<file path="src/rtl/bcd_updown_counter_ndigit.sv">
// bcd_updown_counter_ndigit
//   N-digit cascaded up/down counter. Each 4-bit digit counts decimal (0-9)
//   or hex (0-F). Provides count enable, synchronous parallel load, a
//   combinational terminal-count flag and a one-cycle wrap pulse.
//
//   Build option: define BCDCNT_SATURATE_EN to stop at the end of the range
//   instead of wrapping. The wrap port then pulses for every blocked count.
module bcd_updown_counter_ndigit #(
  parameter int DIGITS  = 4,
  parameter bit DEC_DEF = 1'b1
) (
  input  logic                  clk,
  input  logic                  reset,
  input  logic                  en,
  input  logic                  mode,
  input  logic                  dec,
  input  logic                  load,
  input  logic [4*DIGITS-1:0]   d,
  output logic [4*DIGITS-1:0]   q,
  output logic                  tc,
  output logic                  wrap,
  output logic                  load_err
);

  localparam int W = 4 * DIGITS;

  // DEC_DEF only records how integrators tie off dec; it is echoed here so a
  // bad DIGITS setting reports the full configuration.
  if ((DIGITS < 1) || (DIGITS > 8)) begin : g_bad_digits
    $error("bcd_updown_counter_ndigit: DIGITS=%0d out of range 1..8 (DEC_DEF=%0d)",
           DIGITS, DEC_DEF);
  end

  logic [W-1:0] q_cnt;
  logic [W-1:0] q_load;
  logic [W-1:0] q_rst;
  logic         load_bad;
  logic         terminal;

  function automatic logic [3:0] dig_max(input logic dec_i);
    return dec_i ? 4'd9 : 4'd15;
  endfunction

  // A stale digit above 9 in decimal mode counts as 9, so it sits "at max".
  function automatic logic dig_at_end(input logic [3:0] dig, input logic down,
                                      input logic dec_i);
    return down ? (dig == 4'd0) : (dig >= dig_max(dec_i));
  endfunction

  // One modular step of a single digit; stale decimal digits behave as 9.
  function automatic logic [3:0] dig_step(input logic [3:0] dig, input logic down,
                                          input logic dec_i);
    logic [3:0] mx;
    mx = dig_max(dec_i);
    if (!down) return (dig >= mx) ? 4'd0 : dig + 4'd1;
    if (dig == 4'd0) return mx;
    if (dig > mx) return 4'd8;
    return dig - 4'd1;
  endfunction

  // Ripple carry/borrow chain: a digit steps only when every lower digit is at its end.
  always_comb begin
    logic run;
    run   = 1'b1;
    q_cnt = q;
    for (int k = 0; k < DIGITS; k++) begin
      if (run) q_cnt[4*k +: 4] = dig_step(q[4*k +: 4], mode, dec);
      run = run & dig_at_end(q[4*k +: 4], mode, dec);
    end
    terminal = run;
  end

  // Load sanitising: illegal decimal digits are written as 0 and flagged.
  always_comb begin
    q_load   = d;
    load_bad = 1'b0;
    for (int k = 0; k < DIGITS; k++) begin
      if (dec && (d[4*k +: 4] > 4'd9)) begin
        q_load[4*k +: 4] = 4'd0;
        load_bad         = 1'b1;
      end
    end
  end

  // Reset value follows direction: all zero for up, all max for down.
  always_comb begin
    q_rst = '0;
    for (int k = 0; k < DIGITS; k++) begin
      q_rst[4*k +: 4] = mode ? dig_max(dec) : 4'd0;
    end
  end

  assign tc = en & terminal;

  // Counter state with priority reset > load > count > hold.
  always_ff @(posedge clk) begin
    if (reset) begin
      q        <= q_rst;
      wrap     <= 1'b0;
      load_err <= 1'b0;
    end else if (load) begin
      q        <= q_load;
      wrap     <= 1'b0;
      load_err <= load_bad;
    end else if (en) begin
      load_err <= 1'b0;
`ifdef BCDCNT_SATURATE_EN
      if (terminal) begin
        wrap <= 1'b1;
      end else begin
        q    <= q_cnt;
        wrap <= 1'b0;
      end
`else
      q    <= q_cnt;
      wrap <= terminal;
`endif
    end else begin
      wrap     <= 1'b0;
      load_err <= 1'b0;
    end
  end

endmodule

</file>
<file path="config.mk">
export PLATFORM = sky130hd
export DESIGN_NAME = bcd_updown_counter_ndigit
export DESIGN_NICKNAME = d
export VERILOG_FILES = /design/src/rtl/bcd_updown_counter_ndigit.sv
export SDC_FILE = /design/constraint.sdc
export NUM_CORES = 1
export LEC_CHECK = 0
export CAP_MARGIN = 0
export CORE_ASPECT_RATIO = 2
export CORE_MARGIN = 3
export CORE_UTILIZATION = 35
export DETAILED_ROUTE_END_ITERATION = 10
export SETUP_SLACK_MARGIN = 0.02
export SKIP_CTS_REPAIR_TIMING = 1
export SYNTH_ARGS = -nofsm -noshare
export SYNTH_HDL_FRONTEND = slang
export SYNTH_SLANG_ARGS = --single-unit
export TNS_END_PERCENT = 30
</file>
<file path="constraint.sdc">
create_clock -name clk -period 4.9 [get_ports clk]
set_input_delay 0.49 -clock clk [delete_from_list [all_inputs] [get_ports clk]]
set_output_delay 0.49 -clock clk [all_outputs]
set_load 0.02 [all_outputs]
</file>
Word-level counts from Yosys, hierarchy flattened
Cells that the tools add are included.
{ "totals": {"reg_bits": 18, "input_bits": 22, "output_inout_bits": 19} }
{ "classes": {"add_sub_neg": 8, "n_lt_le_gt_ge": 12, "mux": 78, "bitwise_logic": 6, "reduce_logical": 17} }
{ "ops": {"columns": ["cell", "count"], "rows": [
  ["two-way mux 4 bit", 36],
  ["two-way mux 16 bit", 3],
  ["two-way mux 1 bit", 38],
  ["adder 4 x 1 -> 4 bit (second input constant)", 4],
  ["greater-or-equal comparator 4 bit", 4],
  ["greater-than comparator 4 bit", 4],
  ["greater-than comparator 4 bit (second input constant)", 4],
  ["logical NOT 4 bit", 4],
  ["subtractor 4 x 1 -> 4 bit (second input constant)", 4],
  ["nonzero test 3 bit", 4],
  ["AND reduction 2 bit", 3],
  ["AND 1 bit", 4],
  ["logical AND 1 bit", 4],
  ["two-way mux 3 bit", 1],
  ["OR reduction 3 bit", 1],
  ["NOT 1 bit", 2],
  ["OR reduction 2 bit", 1]
]} }

Depth between registers and ports, before layout
Gate-level depths: netlist of the first run.
{ "depth": {"word_depth": 18, "depth_mapped": 6} }

Least setup slack after synthesis of the first run
Ideal clock, no wire load.
{ "synth_path": {"path_kind": "flip-flop to output port", "from": "register q[8]", "to": "output port tc", "t_arrival_ns": 1.792, "required_time_ns": 4.410, "setup_slack_ns": 2.618, "path_stages_with_launch": 6, "cell_sequence": "edfxtp_1 > inv_2 > ha_1 > nor3b_1 > nand3_1 > a21oi_1"} }
{ "synth_via": {"elab_chain_cells": 5, "word_cells_on_any_way": 6, "classes_between": "order compare: 1; mux: 1; bitwise: 3; reduce/logical: 1"} }
{ "synth_lines": {"columns": ["item", "line", "text"], "rows": [
  ["from (decl)", "19", "output logic [4*DIGITS-1:0] q,"],
  ["from (signal assigned)", "98", "q <= q_rst;"],
  ["from (signal assigned)", "102", "q <= q_load;"],
  ["from (signal assigned)", "115", "q <= q_cnt;"],
  ["greater-or-equal comparator 4 bit / logical NOT 4 bit (equally long branches)", "47", "return down ? (dig == 4'd0) : (dig >= dig_max(dec_i));"],
  ["two-way mux 1 bit *", "47", null],
  ["AND 1 bit * (2 in a row)", "68", "run = run & dig_at_end(q[4*k +: 4], mode, dec);"],
  ["AND 1 bit *", "93", "assign tc = en & terminal;"],
  ["to (decl)", "20", "output logic tc,"]
]} }
Mark *: on every way between the ends. The rest lies on a longest branch, timed or not.

Final worst setup path of the first run
{ "layout_path": {"from": "input port dec", "to": "output port tc"} }
{ "layout_via": {"elab_chain_cells": 7, "word_cells_on_any_way": 13, "classes_between": "order compare: 4; mux: 5; bitwise: 4"} }
{ "layout_lines": {"columns": ["item", "line", "text"], "rows": [
  ["from (decl)", "16", "input logic dec,"],
  ["two-way mux 3 bit *", "41", "return dec_i ? 4'd9 : 4'd15;"],
  ["greater-or-equal comparator 4 bit", "47", null],
  ["two-way mux 1 bit", "47", null],
  ["AND 1 bit (2 in a row)", "68", null],
  ["AND 1 bit *", "68", null],
  ["AND 1 bit *", "93", null]
]} }
Marks and branches as above.

==> results.sh, run 1 <==
export IMPL_final_core_util=0.448
export IMPL_clock_sinks=18
export IMPL_die_y_um=115
export IMPL_synth_mux_area_frac=0.0192
export IMPL_critPathLaunch="dec"
export IMPL_synth_largest_area_cell="edfxtp_1"
export IMPL_ff2ff_path_depth=6
export IMPL_finalHoldViolations=0
export IMPL_synth_enable_flop_cells=16
export IMPL_fmax_ghz=0.257
export IMPL_synthArstFlopShare=0
export IMPL_antenna_cells=0
export IMPL_irDropWorstVdd_mv=0.0933
export IMPL_synth_cells=248
export IMPL_wl_per_cell_um=20.1
export IMPL_vias=2156
export IMPL_worstMarginPinSlew_ps=939
export IMPL_cpMostUsedCell="clkdlybuf4s50_1"
export IMPL_path_clk_slew_ps=50
export IMPL_setup_tns_ps=0
export IMPL_first_global_vias=2192
export IMPL_path_cells="clkdlybuf4s50_1 > ha_1 > o21ai_0 > nor2_1 > nand4_1 > a21oi_1 > clkdlybuf4s50_1"
export IMPL_antenna_left=0
export IMPL_status="completed"
export IMPL_endpoint="tc"
export IMPL_maxCapViolations=0
export IMPL_dp_worst_setup_slack_ps=1000
export IMPL_cts_tree="built"
export IMPL_post_synth_top_count_cell="ha_1"
export IMPL_yosysSeqAreaShare=0.250
export IMPL_yosys_top_cells_area="edfxtp_1, ha_1, a21oi_1"
export IMPL_fin_area_mm2=0.00258
export IMPL_grt_max_degree=25
export IMPL_synth_top_family_by_area="compound AO/OA/AOI/OAI gates"
export IMPL_first_iter_violations=70
export IMPL_synthSimpleGateAreaFrac=0.221
export IMPL_vias_per_cell=6.34
export IMPL_r2r_setup_slack_ps=2550
export IMPL_rsz0062_at_grt="no"
export IMPL_synth_top_area_share=0.231
export IMPL_antenna_found_initial=0
export IMPL_ys_warn_count=0
export IMPL_start_util=0.362
export IMPL_ys_types=53
export IMPL_fin_cells=340
export IMPL_num_rows=39
export IMPL_grt_usage=0.205
export IMPL_fp_coreArea_mm2=0.00576
export IMPL_worstPathRequired_ps=4410
export IMPL_maxSlewHeadroom=0.372
export IMPL_rr_startpoint="q[0]"
export IMPL_finalMaxSlewViolations=0
export IMPL_power_density_mw_per_mm2=284
export IMPL_critPathSlowestCell="clkdlybuf4s50_1"
export IMPL_drc_errors=0
export IMPL_wl_mm=6.83
export IMPL_startpoint_type="primary input"
export IMPL_period_share=0.793
export IMPL_synth_area_per_cell_um2=8.40
export IMPL_drt_pre_antenna_iters=4
export IMPL_gr_total_overflow=0
export IMPL_pin_count=41
export IMPL_worst_setup_path_type="primary input to primary output"
export IMPL_htree_levels=1
export IMPL_finalSetupViolCount=0
export IMPL_r2r_end="q[11]"
export IMPL_power_mw=0.732
export IMPL_path_depth=7
export IMPL_cpPeakStageDelay_ps=900
export IMPL_io_buffers=40
export IMPL_layout_setup_ws_ps=1020
export IMPL_nets=320
export IMPL_syn_area_mm2=0.00208
export IMPL_crit_path_end_kind="primary output"
export IMPL_placed_area_mm2=0.00249
export IMPL_wl_met3_um=287
export IMPL_p_leak_nw=0.984
export IMPL_cts_root_buffer="clkbuf_16"
export IMPL_worstPathArrival_ps=3390
export IMPL_grt_pass1_wl_mm=10.6
export IMPL_critical_path_max_fanout=24
export IMPL_hp_class="flip-flop to flip-flop"
export IMPL_hpwl_mm=5.21
export IMPL_synth_compound_area_frac=0.312
export IMPL_ys_top_cells_by_count="ha_1, a21oi_1, nand3_1, nor2_1, o21ai_0"
export IMPL_cp_top_family="buffers and inverters"
export IMPL_die_width_um=60.6
export IMPL_fp_dieArea_mm2=0.00697
export IMPL_fin_worst_skew_ps=4.16
export IMPL_synthFlopType="edfxtp_1"
export IMPL_drive_above_1_share=0.0502
export IMPL_dp_cells=336
export IMPL_synthAdderAreaFrac=0.108
export IMPL_synth_nets=288
export IMPL_path_buf_inv=2
export IMPL_area_growth_pct=23.7
export IMPL_timing_hold_ws_ps=914
export IMPL_wl_met2_mm=3.75
export IMPL_clock_latency_ps=260
export IMPL_met1_length_mm=2.47
export IMPL_cts_buffers=3
export IMPL_dr_max_layer_used="met4"
export IMPL_synth_seq_cells=18
export IMPL_synthXorXnorAreaFrac=0.0210
export IMPL_clockBufferDepth=2
export IMPL_fin_crit_ps=3880
export IMPL_gp_congestion=0.880
[final cells by class]
cell class / count / area (um2)
fill: 597 / 3180
multi-input combinational: 200 / 1420
sequential: 18 / 520
timing repair buffer: 42 / 415
clock buffer: 4 / 88.8
tap: 61 / 76.3
inverter: 15 / 56.3
[per-layer routing]
layer / up-vias / track usage
met5: - / 0
met1: 1029 / 0.216
met2: 74 / 0.365
met3: 20 / 0.0157
met4: 0 / 0.140
li1: 1033 / -
[worst register-to-register path, delay by kind of cell, from the launching register on]
kind	cells	cell delay, ps
AO/OA/AOI/OAI	2	660
buffers and inverters	1	110
flip-flops	1	520
AND/OR/NAND/NOR	2	490
adder cells (fa/ha/maj)	1	200
[registers in the layout (all words and copies together), names as in the netlist]
signal / cells
load_err: 1
wrap: 1
q: 16
[cells by family (layout without fill, tap and decap cells)]
family,count (synthesis),after routing
multiplexers,4,4
XOR/XNOR,5,5
buffers and inverters,30,61
AO/OA/AOI/OAI,93,93
AND/OR/NAND/NOR,80,80
adder cells (fa/ha/maj),18,18
flip-flops,18,18
[where the power goes]
group          leakage (nW)  switching (mW)  internal [mW]
logic                 0.754           0.156          0.139
registers             0.186          0.0501          0.194
clock network        0.0442          0.0674          0.125
[layout by cell type, fill, tap and decap left out, types with 3 or more instances in the layout]
cell             Yosys  final
a211o_1              4      4
a211oi_1             5      5
a21o_1               3      3
a21oi_1             17     17
a2bb2oi_1            6      6
a31oi_1              7      7
and3_1               3      3
clkbuf_16            0      3
clkdlybuf4s50_1      0     40
edfxtp_1            16     16
ha_1                18     18
inv_1               13     13
mux2i_1              4      4
nand2_1              8      8
nand2b_1             3      3
nand3_1             17     17
nand3b_1             5      5
nor2_1              17     17
nor2b_1              4      4
nor3b_1              4      4
nor4_1               4      4
o211ai_1            10     10
o21ai_0             17     17
o311ai_0             5      5
o31ai_1              4      4
xnor2_1              5      5
[worst min path at each step]
stage                from     to  cells past startpoint
floorplan            d[1]   q[1]                      2
global placement    q[12]  q[12]                      3
detailed placement  q[12]  q[12]                      3
CTS                 q[12]  q[12]                      3
global route        q[13]  q[15]                      3
finish              q[12]  q[12]                      3
Note: power is estimated with default switching activity, not from simulation.
==> run 2, diff against run 1 <==
==> constraint.sdc (replaced) <==
create_clock -name clk -period 3.87 [get_ports clk]
set_input_delay 0.387 -clock clk [delete_from_list [all_inputs] [get_ports clk]]
set_output_delay 0.387 -clock clk [all_outputs]
set_load 0.02 [all_outputs]
==> results.sh, run 2 (synthesized netlist as in run 1, its figures left out) <==
export IMPL_cts_buffers=3
export IMPL_top_regs="q (16), load_err (1), wrap (1)"
export IMPL_pin_count=41
export IMPL_regMostFlops="q"
export IMPL_rsz0062_at_grt="no"
export IMPL_maxSlewHeadroom=0.517
export IMPL_irDropWorstVdd_mv=0.135
export IMPL_wl_per_cell_um=19.6
export IMPL_grt_pass1_wl_mm=11.0
export IMPL_first_global_vias=2150
export IMPL_drive_above_1_share=0.0603
export IMPL_finalSetupViolCount=0
export IMPL_antenna_left=0
export IMPL_path_buf_inv=2
export IMPL_grt_max_degree=18
export IMPL_fmax_ghz=0.294
export IMPL_fp_coreArea_mm2=0.00576
export IMPL_status="completed"
export IMPL_finalHoldViolations=0
export IMPL_clock_latency_ps=250
export IMPL_cp_top_family="buffers and inverters"
export IMPL_num_rows=39
export IMPL_ff2ff_path_depth=6
export IMPL_fin_worst_skew_ps=5.57
export IMPL_largest_reg_flops=16
export IMPL_io_buffers=40
export IMPL_setup_tns_ps=0
export IMPL_path_depth=7
export IMPL_worst_setup_path_type="primary input to primary output"
export IMPL_first_iter_violations=90
export IMPL_gr_total_overflow=0
export IMPL_whs_path_depth=3
export IMPL_hp_class="primary input to flip-flop"
export IMPL_startpoint_type="primary input"
export IMPL_critical_path_max_fanout=14
export IMPL_mostFrequentLayoutCells="clkdlybuf4s50_1, ha_1"
export IMPL_cts_root_buffer="clkbuf_16"
export IMPL_fin_crit_ps=3400
export IMPL_vias_per_cell=6.40
export IMPL_worstPathRequired_ps=3480
export IMPL_gp_congestion=0.922
export IMPL_drt_pre_antenna_iters=4
export IMPL_wl_mm=6.74
export IMPL_area_growth_pct=24.8
export IMPL_path_clk_slew_ps=50
export IMPL_power_mw=0.923
export IMPL_crit_path_end_kind="primary output"
export IMPL_timing_hold_ws_ps=869
export IMPL_antenna_found_initial=0
export IMPL_cpPeakStageDelay_ps=740
export IMPL_grt_usage=0.206
export IMPL_hpwl_mm=5.18
export IMPL_drc_errors=0
export IMPL_finalMaxSlewViolations=0
export IMPL_fin_cells=343
export IMPL_final_common_cell="clkdlybuf4s50_1"
export IMPL_cpMostUsedCell="clkdlybuf4s50_1"
export IMPL_fp_dieArea_mm2=0.00697
export IMPL_critPathSlowestCell="clkdlybuf4s50_1"
export IMPL_htree_levels=1
export IMPL_start_util=0.362
export IMPL_nets=323
export IMPL_clockBufferDepth=2
export IMPL_dp_cells=339
export IMPL_period_share=0.880
export IMPL_clock_sinks=18
export IMPL_power_density_mw_per_mm2=355
export IMPL_worstPathArrival_ps=3020
export IMPL_die_width_um=60.6
export IMPL_die_y_um=115
export IMPL_maxCapViolations=0
export IMPL_path_cells="clkdlybuf4s50_1 > ha_1 > a211o_1 > o211a_1 > nand4_1 > a21oi_1 > clkdlybuf4s50_1"
export IMPL_antenna_cells=0
export IMPL_vias=2196
export IMPL_cts_tree="built"
export IMPL_p_leak_nw=0.999
export IMPL_worstMarginPinSlew_ps=717
-- run 2: cell types whose count changed in the layout (fill, tap and decap cells not counted), sizes merged --
cell  change
buf       +3
-- run 2: worst paths after layout --
path | to | slack [ps] | start
max | tc | 470 | dec
min | q[12] | 870 | d[12]
max reg2reg | q[9] | 1550 | q[0]
min reg2reg | q[15] | 910 | q[13]
-- run 2: layout make-up --
| type | count | area [um2] |
|---|---|---|
| fillers | 601 | 3160 |
| multi-input cells | 200 | 1420 |
| flip-flops and latches | 18 | 520 |
| repair buffers | 45 | 438 |
| clock buffers | 4 | 88.8 |
| well taps | 61 | 76.3 |
| inverters | 15 | 56.3 |
-- run 2: metrics by stage --
stage	utilization	area (um2)	setup WS [ps]
6_report	0.452	2600	466
5_1_grt	0.452	2600	265
3_5_place_dp	0.436	2510	469
3_3_place_gp	0.436	2510	541
2_1_floorplan	-	2080	1690
4_1_cts	0.452	2600	462
-- run 2: per-layer routing --
| layer | up-vias | GRT usage | wire length [um] |
|---|---|---|---|
| li1 | 1036 | - | - |
| met1 | 1048 | 0.241 | 2490 |
| met2 | 88 | 0.354 | 3600 |
| met3 | 24 | 0.0180 | 328 |
| met4 | 0 | 0.116 | 318 |
| met5 | - | 0 | 0 |
-- run 2: report_power, final --
| part | internal (mW) | switching, mW |
|---|---|---|
| combinational | 0.178 | 0.199 |
| sequential | 0.246 | 0.0647 |
| clock | 0.158 | 0.0777 |
-- run 2: tightest hold or removal path: cells and delay by family --
family	cells	cell delay [ps]
buf+inv	1	400
compound gates	2	170
==> run 3, diff against run 2 <==
--- a/config.mk
+++ b/config.mk
@@ -6,7 +6,7 @@
 export NUM_CORES = 1
 export LEC_CHECK = 0
 export CAP_MARGIN = 0
-export CORE_ASPECT_RATIO = 2
+export CORE_ASPECT_RATIO = 1.5
 export CORE_MARGIN = 3
 export CORE_UTILIZATION = 35
 export DETAILED_ROUTE_END_ITERATION = 10
==> results.sh, run 3 (synthesized netlist as in run 1, its figures left out) <==
export IMPL_status="completed"
export IMPL_vias_per_cell=6.08
export IMPL_path_cells="clkdlybuf4s50_1 > ha_1 > o21ai_0 > nor2_1 > nand4_1 > a21oi_1 > clkdlybuf4s50_1"
export IMPL_critPathSlowestCell="clkdlybuf4s50_1"
export IMPL_first_iter_violations=143
export IMPL_io_buffers=40
export IMPL_rsz0062_at_grt="no"
export IMPL_maxSlewHeadroom=0.527
export IMPL_gp_congestion=0.892
export IMPL_startpoint_type="primary input"
export IMPL_setup_tns_ps=0
export IMPL_cpPeakStageDelay_ps=760
export IMPL_critPathLaunch="dec"
export IMPL_pwr_share_seq=0.379
export IMPL_clock_latency_ps=260
export IMPL_hp_class="primary input to flip-flop"
export IMPL_final_common_cell="clkdlybuf4s50_1"
export IMPL_ff2ff_path_depth=6
export IMPL_finalSetupViolCount=0
export IMPL_path_clk_slew_ps=70
export IMPL_combPwrFrac=0.454
export IMPL_clockBufferDepth=2
export IMPL_top_regs="q (16), load_err (1), wrap (1)"
export IMPL_placed_area_mm2=0.00251
export IMPL_seqCellArea_um2=520
export IMPL_antenna_cells=0
export IMPL_power_density_mw_per_mm2=319
export IMPL_drt_pre_antenna_iters=4
export IMPL_cpMostUsedCell="clkdlybuf4s50_1"
export IMPL_fin_worst_skew_ps=6.40
export IMPL_first_global_vias=2006
export IMPL_path_depth=7
export IMPL_timing_hold_ws_ps=873
export IMPL_finalHoldViolations=0
export IMPL_grt_pass1_wl_mm=9.99
export IMPL_maxCapViolations=0
export IMPL_fmax_ghz=0.292
export IMPL_cts_tree="built"
export IMPL_start_util=0.371
export IMPL_critical_path_max_fanout=15
export IMPL_hpwl_mm=4.70
export IMPL_cp_top_family="buffers and inverters"
export IMPL_wl_per_cell_um=17.8
export IMPL_min_from="d[12]"
export IMPL_multiInputGateArea_mm2=0.00142
export IMPL_largest_reg_flops=16
export IMPL_p_leak_nw=0.972
export IMPL_regMostFlops="q"
export IMPL_finalMaxSlewViolations=0
export IMPL_vias=2129
export IMPL_gr_total_overflow=0
export IMPL_mostFrequentLayoutCells="clkdlybuf4s50_1, ha_1"
export IMPL_drive_above_1_share=0.0536
export IMPL_power_switching_mw=0.323
export IMPL_die_width_um=69.0
export IMPL_crit_path_end_kind="primary output"
export IMPL_period_share=0.886
export IMPL_fin_area_mm2=0.00256
export IMPL_fp_coreArea_mm2=0.00562
export IMPL_p_sw_frac=0.396
export IMPL_irDropWorstVdd_mv=0.114
export IMPL_path_buf_inv=2
export IMPL_clock_sinks=18
export IMPL_grt_usage=0.188
export IMPL_drc_errors=0
export IMPL_pin_count=41
export IMPL_die_y_um=100
export IMPL_antenna_left=0
export IMPL_n_fill_cell=590
export IMPL_final_core_util=0.455
export IMPL_power_mw=0.816
export IMPL_clockPowerShare=0.167
export IMPL_grt_max_degree=18
export IMPL_num_rows=33
export IMPL_fin_crit_ps=3430
export IMPL_fp_dieArea_mm2=0.00693
export IMPL_whs_path_depth=3
export IMPL_worst_setup_path_type="primary input to primary output"
export IMPL_worstMarginPinSlew_ps=702
export IMPL_htree_levels=1
export IMPL_nets=322
export IMPL_wl_mm=6.22
export IMPL_worstPathRequired_ps=3480
export IMPL_cts_buffers=3
export IMPL_worstPathArrival_ps=3040
export IMPL_p_int_mw=0.493
export IMPL_cts_root_buffer="clkbuf_8"
export IMPL_rr_startpoint="q[0]"
export IMPL_area_growth_pct=22.7
export IMPL_antenna_found_initial=0
-- run 3: changes by cell type in the layout (fill, tap and decap cells not counted) --
cell / previous run / this run
buf_4: 5 / 4
clkbuf_16: 3 / 0
clkbuf_8: 1 / 3
-- run 3: worst reg2reg max path, cell delays in order, from the launching register on --
cell	delay, ps
edfxtp_1	540
inv_1	110
ha_1	210
nor3b_4	300
and2_1	200
a31oi_1	40
o21ai_0	520
-- run 3: cell type report --
| class | instances | area share |
|---|---|---|
| Sequential cell | 18 | 0.204 |
| Clock buffer | 3 | 0.0162 |
| Tap cell | 70 | 0.0343 |
| Inverter | 15 | 0.0220 |
| Multi-Input combinational cell | 200 | 0.556 |
| Timing Repair Buffer | 44 | 0.168 |
-- run 3: through the flow --
| stage | worst slack, ps | std cells |
|---|---|---|
| 2_1_floorplan | 1690 | 248 |
| 3_3_place_gp | 508 | 347 |
| 3_5_place_dp | 414 | 347 |
| 4_1_cts | 414 | 350 |
| 5_1_grt | 265 | 350 |
| 6_report | 440 | 350 |
-- run 3: path summary, 6_finish.rpt --
| check | to | slack, ps |
|---|---|---|
| worst min-delay path | q[12] | 870 |
| worst max register to register | q[10] | 1580 |
| worst max-delay path | tc | 440 |
| worst min register to register | q[15] | 940 |
-- run 3: layer usage --
layer / vias up / global-route usage / wire length (um)
met5: - / 0 / 0
met4: 0 / 0.0826 / 143
met3: 12 / 0.0246 / 372
met2: 84 / 0.299 / 3070
met1: 999 / 0.250 / 2640
li1: 1034 / - / -
-- run 3: power by group through the flow --
stage / Clock (mW) / Combinational, mW / Sequential (mW)
floorplan: 0 / 0.232 / 0.312
finish: 0.136 / 0.371 / 0.309
CTS: 0.138 / 0.369 / 0.310
global placement: 0 / 0.365 / 0.314
global route: 0.144 / 0.409 / 0.318
detailed placement: 0 / 0.368 / 0.314
